<file path="config.mk">
export PLATFORM = sky130hd
export DESIGN_NAME = scsi_byte_packer
export DESIGN_NICKNAME = d
export VERILOG_FILES = /design/src/rtl/scsi_byte_packer.sv
export SDC_FILE = /design/constraint.sdc
export NUM_CORES = 1
export LEC_CHECK = 0
export ABC_AREA = 1
export CAP_MARGIN = 20
export CORE_MARGIN = 8
export CORE_UTILIZATION = 42
export CTS_CLUSTER_DIAMETER = 200
export CTS_CLUSTER_SIZE = 25
export DETAILED_ROUTE_END_ITERATION = 8
export GPL_ROUTABILITY_DRIVEN = 1
export MAX_ROUTING_LAYER = met4
export PLACE_DENSITY = 0.72
export SLEW_MARGIN = 10
export SYNTH_ARGS = -nofsm -noshare
export SYNTH_HDL_FRONTEND = slang
export SYNTH_SLANG_ARGS = --single-unit
</file>
<file path="constraint.sdc">
create_clock -name SCLK -period 7.75 [get_ports SCLK]
set_input_delay 1.55 -clock SCLK [delete_from_list [all_inputs] [get_ports SCLK]]
set_output_delay 1.55 -clock SCLK [all_outputs]
set_load 0.01 [all_outputs]
</file>
<file path="src/rtl/scsi_byte_packer.sv">
// rtl/scsi_byte_packer.sv - WD33C93A byte handshake, big-endian longword packer and FWFT FIFO
//
// Purpose: reads single bytes from the SCSI controller over the peripheral port
// (_DREQ/_DACK/_IOR), packs them big-endian into longwords and buffers them for
// the bus-master engine. Direction is SCSI -> memory only.
//
// Ports:
//   SCLK        in   1   clock, all state on rising edge
//   RST         in   1   asynchronous active-high reset
//   DMAENA      in   1   DMA running
//   DMADIR      in   1   1 = SCSI -> memory, 0 = stay idle
//   FLUSH       in   1   pulse: drain the partial longword
//   _DREQ       in   1   active-low byte request
//   PD_IN       in   8   peripheral data bus
//   _DACK       out  1   active-low DMA acknowledge
//   _IOR        out  1   active-low read strobe
//   LW_DATA     out  32  head-of-FIFO longword, first byte in [31:24]
//   LW_BYTES    out  3   valid bytes in LW_DATA (1..4, left-justified)
//   LW_VALID    out  1   FIFO not empty
//   LW_READY    in   1   consumer pops on LW_VALID & LW_READY
//   FLUSH_DONE  out  1   pulse: flush complete, packer and FIFO empty

module scsi_byte_packer #(
  parameter int FIFO_DEPTH    = 4,
  parameter int SETUP_CYCLES  = 1,
  parameter int STROBE_CYCLES = 2
) (
  input  logic        SCLK,
  input  logic        RST,
  input  logic        DMAENA,
  input  logic        DMADIR,
  input  logic        FLUSH,
  input  logic        _DREQ,
  input  logic [7:0]  PD_IN,
  output logic        _DACK,
  output logic        _IOR,
  output logic [31:0] LW_DATA,
  output logic [2:0]  LW_BYTES,
  output logic        LW_VALID,
  input  logic        LW_READY,
  output logic        FLUSH_DONE
);

  localparam int          AW          = (FIFO_DEPTH > 1) ? $clog2(FIFO_DEPTH) : 1;
  localparam logic [AW:0] DEPTH       = (AW + 1)'(FIFO_DEPTH);
  localparam logic [7:0]  SETUP_LAST  = 8'(SETUP_CYCLES - 1);
  localparam logic [7:0]  STROBE_LAST = 8'(STROBE_CYCLES - 1);

  typedef enum logic [1:0] {
    ST_IDLE,
    ST_SETUP,
    ST_STROBE,
    ST_RECOVER
  } state_t;

  state_t        state_q, state_d;
  logic [7:0]    tmr_q, tmr_d;
  logic [2:0]    cnt_q, cnt_d;
  logic [31:0]   data_q, data_d;
  logic          flush_pend_q, flush_pend_d;
  logic [AW-1:0] wr_ptr_q, wr_ptr_d;
  logic [AW-1:0] rd_ptr_q, rd_ptr_d;
  logic [AW:0]   count_q, count_d;

  // Entry layout: {longword, byte count}
  logic [34:0]   fifo_mem [FIFO_DEPTH];
  logic [34:0]   push_word;
  logic [34:0]   head_word;
  logic          push;
  logic          pop;
  logic          full;

  assign head_word = fifo_mem[rd_ptr_q];
  assign full      = (count_q == DEPTH);
  assign LW_VALID  = (count_q != '0);
  assign pop       = LW_VALID & LW_READY;
  assign LW_DATA   = LW_VALID ? head_word[34:3] : 32'h0;
  assign LW_BYTES  = LW_VALID ? head_word[2:0]  : 3'd0;

  // Strobes are pure decodes of the state register so RST forces them high
  // without waiting for a clock edge.
  assign _DACK = !((state_q == ST_SETUP) || (state_q == ST_STROBE));
  assign _IOR  = (state_q != ST_STROBE);

  always_comb begin
    state_d      = state_q;
    tmr_d        = tmr_q;
    cnt_d        = cnt_q;
    data_d       = data_q;
    flush_pend_d = flush_pend_q;
    push         = 1'b0;
    push_word    = {data_q, cnt_q};
    FLUSH_DONE   = 1'b0;

    // A repeat FLUSH while pending just re-sets the same bit.
    if (FLUSH) flush_pend_d = 1'b1;

    case (state_q)
      ST_IDLE: begin
        if (flush_pend_q) begin
          // Pending flush owns IDLE: no new byte starts until it completes.
          if (cnt_q != 3'd0) begin
            if (!full) begin
              push   = 1'b1;
              cnt_d  = 3'd0;
              data_d = 32'h0;
            end
          end else if (count_q == '0) begin
            FLUSH_DONE   = 1'b1;
            flush_pend_d = 1'b0;
          end
        end else if (DMAENA && DMADIR && !_DREQ && !full) begin
          state_d = ST_SETUP;
          tmr_d   = 8'd0;
        end
      end
      ST_SETUP: begin
        if (tmr_q == SETUP_LAST) begin
          state_d = ST_STROBE;
          tmr_d   = 8'd0;
        end else begin
          tmr_d = tmr_q + 8'd1;
        end
      end
      ST_STROBE: begin
        if (tmr_q == STROBE_LAST) begin
          case (cnt_q[1:0])
            2'd0:    data_d[31:24] = PD_IN;
            2'd1:    data_d[23:16] = PD_IN;
            2'd2:    data_d[15:8]  = PD_IN;
            default: data_d[7:0]   = PD_IN;
          endcase
          cnt_d   = cnt_q + 3'd1;
          state_d = ST_RECOVER;
          tmr_d   = 8'd0;
        end else begin
          tmr_d = tmr_q + 8'd1;
        end
      end
      default: begin
        // Room is guaranteed: this byte only started while the FIFO had space.
        if (cnt_q == 3'd4) begin
          push      = 1'b1;
          push_word = {data_q, 3'd4};
          cnt_d     = 3'd0;
          data_d    = 32'h0;
        end
        state_d = ST_IDLE;
      end
    endcase
  end

  always_comb begin
    wr_ptr_d = push ? wr_ptr_q + 1'b1 : wr_ptr_q;
    rd_ptr_d = pop  ? rd_ptr_q + 1'b1 : rd_ptr_q;
    count_d  = count_q + (AW + 1)'(push) - (AW + 1)'(pop);
  end

  always_ff @(posedge SCLK or posedge RST) begin
    if (RST) begin
      state_q      <= ST_IDLE;
      tmr_q        <= 8'd0;
      cnt_q        <= 3'd0;
      data_q       <= 32'h0;
      flush_pend_q <= 1'b0;
      wr_ptr_q     <= '0;
      rd_ptr_q     <= '0;
      count_q      <= '0;
    end else begin
      state_q      <= state_d;
      tmr_q        <= tmr_d;
      cnt_q        <= cnt_d;
      data_q       <= data_d;
      flush_pend_q <= flush_pend_d;
      wr_ptr_q     <= wr_ptr_d;
      rd_ptr_q     <= rd_ptr_d;
      count_q      <= count_d;
    end
  end

  // Storage needs no reset: outputs are masked by LW_VALID.
  always_ff @(posedge SCLK) begin
    if (push) fifo_mem[wr_ptr_q] <= push_word;
  end

endmodule

</file>
==> impl_metrics.tcl <==
set metrics [dict create \
    cp-end-kind "primary output" \
    clock-sinks 193 \
    die_h_um 157 \
    crit_chain "buf_4 > nor2_1 > nor2_1 > o21ai_1 > a21oi_1 > clkdlybuf4s50_1" \
    post_cts_buffers 0 \
    worstReg2RegEnd "count_q[1]" \
    regToRegSetupSlack_ps 5090 \
    cap_violations 0 \
    peakVddDrop_uv 297 \
    portBuffers 53 \
    fillers 1704 \
    cellPowerDensity_nw_per_um2 398 \
    p_leak_nw 3.91 \
    crit_required_ps 6200 \
    cts_hold_buf 0 \
    holdWs_ps 512 \
    synth-seq-cells 193 \
    dieArea_sq_um 24600 \
    critPathSlowestCell "buf_4" \
    dp_slack_ps 3910 \
    grt_max_degree 73 \
    worst_pin_slew_ps 1010 \
    drv_slew 0 \
    hold_path.class "flop to flop" \
    clk_latency_ps 430 \
    r2r_cells 13 \
    start_util 0.429 \
    syn_avg_cell_area_sq_um 10.8 \
    clkPwrFrac 0.220 \
    post_cts_resized 0 \
    viasPerCell 5.05 \
    first_pass_iters 5 \
    internal_power_w 0.00237 \
    grt_use_total 0.153 \
    rsz0062_at_grt "false" \
    seq_area_frac_synth 0.662 \
    hold_path.startpoint "tmr_q[6]" \
    max_stage_delay_ps 630 \
    drt_wl_total_um 17700 \
    met2_usage 0.254 \
    htree_levels 4 \
    cpMostUsedCell "nor2_1" \
    fin_tns_setup_ps 0 \
    crit_fanout 72 \
    grtUsageMet3 0.0326 \
    hold_path_end "tmr_q[6]" \
    hold_viol_final 0 \
    critPathArrivalTime_ps 2600 \
    worstSetupPathType "flop to primary output" \
    ant_nets 0 \
    post-route-drc-count 0 \
    fin_crit_sh 0.535 \
    root_buffer "clkbuf_16" \
    fmax_mhz 241 \
    dp_cells 1067 \
    grt_most_used_layer "met2" \
    hpwl_um 10600 \
    synth_nets 808 \
    status "completed" \
    n_antenna_cell 0 \
    drive_above_1_share 0.0885 \
    numCtsBuffers 17 \
    timing.rr.start "state_q[0]" \
    comb_power_share 0.421 \
    setup_viol 0 \
    synthesis.instances 775 \
    ys_warn_count 0 \
    swShare 0.390 \
    nets 856 \
    clock_skew_ps 10.9 \
    core.rowCount 51 \
    grtUsageMet1 0.188 \
    critPathLaunchType "flop" \
    grt_pass1_vias 5415 \
    cts_buffer_depth 2 \
    grt_pass1_wl_um 28300 \
    num_vias 5564 \
    syn_area_sq_um 8350 \
    p_sw_w 0.00151 \
    p_seq_frac 0.359 \
    synth_cell_types 36 \
    clk_pin_slew_ps 70 \
    setup_ws_ps 3600 \
    core_sq_um 19500 \
    routedWlPerCell_um 16.1 \
    antenna_found_initial 0 \
    min_path_cells 2 \
    pin_count 54 \
    fin_cells 1101 \
    area_delta_synth_final_pct 16.9 \
    min_period_ps 4150 \
    cts_tree "yes" \
    dieWidth_um 157 \
    slew_headroom 0.324 \
    drtIter0Drc 325 \
    place_congestion 0.858 \
    overflow 0 \
]
[area by class of cell]
class	instances	area, sq um	area share
Tap cell	265	332	0.0340
Inverter	45	171	0.0176
Multi-Input combinational cell	504	2510	0.257
Timing Repair Buffer	62	631	0.0646
Clock inverter	15	155	0.0159
Clock buffer	17	425	0.0436
Sequential cell	193	5530	0.567
[sequential cells by signal (all words and copies together), names as in the netlist]
| signal | cells |
|---|---|
| cnt_q | 3 |
| count_q | 3 |
| data_q | 32 |
| fifo_mem | 140 |
| flush_pend_q | 1 |
| rd_ptr_q | 2 |
| state_q | 2 |
| tmr_q | 8 |
| wr_ptr_q | 2 |
[synthesized netlist by cell type]
cell type | count | area share
o21ai_0 | 46 | 0.028
o211ai_1 | 1 | 0.00090
inv_4 | 1 | 0.00075
o21bai_1 | 1 | 0.00090
dfrtp_1 | 53 | 0.16
o21ai_4 | 1 | 0.0019
nor3b_2 | 1 | 0.0015
o21ai_2 | 4 | 0.0042
nand3_1 | 48 | 0.029
nand2_1 | 130 | 0.058
o21ai_1 | 31 | 0.019
inv_1 | 37 | 0.017
nor2_2 | 1 | 0.00075
nor2_1 | 158 | 0.071
buf_2 | 6 | 0.0036
and2_1 | 1 | 0.00075
nand4_1 | 5 | 0.0037
xor2_1 | 3 | 0.0031
nor3b_1 | 1 | 0.00090
ha_1 | 17 | 0.025
or2_2 | 1 | 0.00075
buf_4 | 1 | 0.00090
edfxtp_1 | 140 | 0.50
buf_1 | 2 | 0.00090
nand3_2 | 5 | 0.0060
fa_1 | 1 | 0.0024
a21oi_1 | 36 | 0.022
nor3_1 | 2 | 0.0012
clkbuf_1 | 20 | 0.0090
nor3_4 | 1 | 0.0019
buf_6 | 4 | 0.0054
nor2_8 | 4 | 0.0096
nand2_4 | 1 | 0.0013
nand2_2 | 1 | 0.00075
xnor2_1 | 3 | 0.0031
inv_2 | 7 | 0.0031
[critical path: cells and delay by family (launching register included)]
family / cells / cell delay [ps]
AND/OR/NAND/NOR: 2 / 280
AO/OA/AOI/OAI: 2 / 290
buffers and inverters: 2 / 1200
flip-flops: 1 / 360
[how the worst max path moves through the flow]
| stage | startpoint | to | slack [ps] | cells past startpoint |
|---|---|---|---|---|
| floorplan | state_q[0] | fifo_mem[0][0] | 4550 | 8 |
| global placement | rd_ptr_q[0] | LW_DATA[16] | 3910 | 4 |
| detailed placement | rd_ptr_q[0] | LW_DATA[19] | 3910 | 4 |
| CTS | rd_ptr_q[0] | LW_DATA[20] | 3440 | 4 |
| global route | rd_ptr_q[0] | LW_DATA[16] | 3450 | 6 |
| finish | rd_ptr_q[0] | LW_DATA[5] | 3600 | 6 |
[metrics by stage]
step | total power, W | utilization | cell area (sq um)
final | 0.00388 | 0.501 | 9760
after global routing | 0.00414 | 0.501 | 9760
after CTS | 0.00390 | 0.499 | 9710
after detailed placement | 0.00305 | 0.469 | 9130
after global placement | 0.00302 | 0.469 | 9130
after floorplan | 0.00245 | - | 8350
[per-layer routing]
metal | up-vias | routed length [um]
li1 | 2721 | -
met1 | 2676 | 7760
met2 | 157 | 8710
met3 | 10 | 1110
met4 | 0 | 116
met5 | - | 0
[cell usage in the layout, fill, tap and decap left out, types with 2 or more instances in the layout]
cell type          n
xor2_1             3
nor2_8             4
clkinv_2           2
clkinvlp_4         2
inv_6              5
nand2_1          130
inv_2              8
edfxtp_1         140
clkinv_8           2
nand4_1            5
buf_4              7
xnor2_1            3
clkdlybuf4s50_1   53
o21ai_0           46
nor2_4             4
inv_1             36
ha_1              17
nand3_1           48
a21oi_1           36
o21ai_2            4
clkbuf_16         17
o21ai_1           31
nand3_2            5
nor2_1           154
nor3_1             2
dfrtp_1           52
[cell families (layout without fill, tap and decap cells)]
group	count (synthesis)	in the layout	synth area share
buffers and inverters	78	139	0.0403
DFF	193	193	0.662
adders and majority gates	18	18	0.0279
xor gates and xnor gates	6	6	0.00630
AOI/OAI and AO/OA	120	120	0.0757
and+or+nand+nor	360	360	0.187
[power groups by stage]
stage	combinational (W)	sequential, W	clock [W]
floorplan	0.00107	0.00138	0
global placement	0.00161	0.00141	0
detailed placement	0.00163	0.00142	0
CTS	0.00164	0.00140	0.000867
global route	0.00182	0.00141	0.000905
finish	0.00163	0.00140	0.000854
No activity file was read; power rests on OpenSTA's default activity.
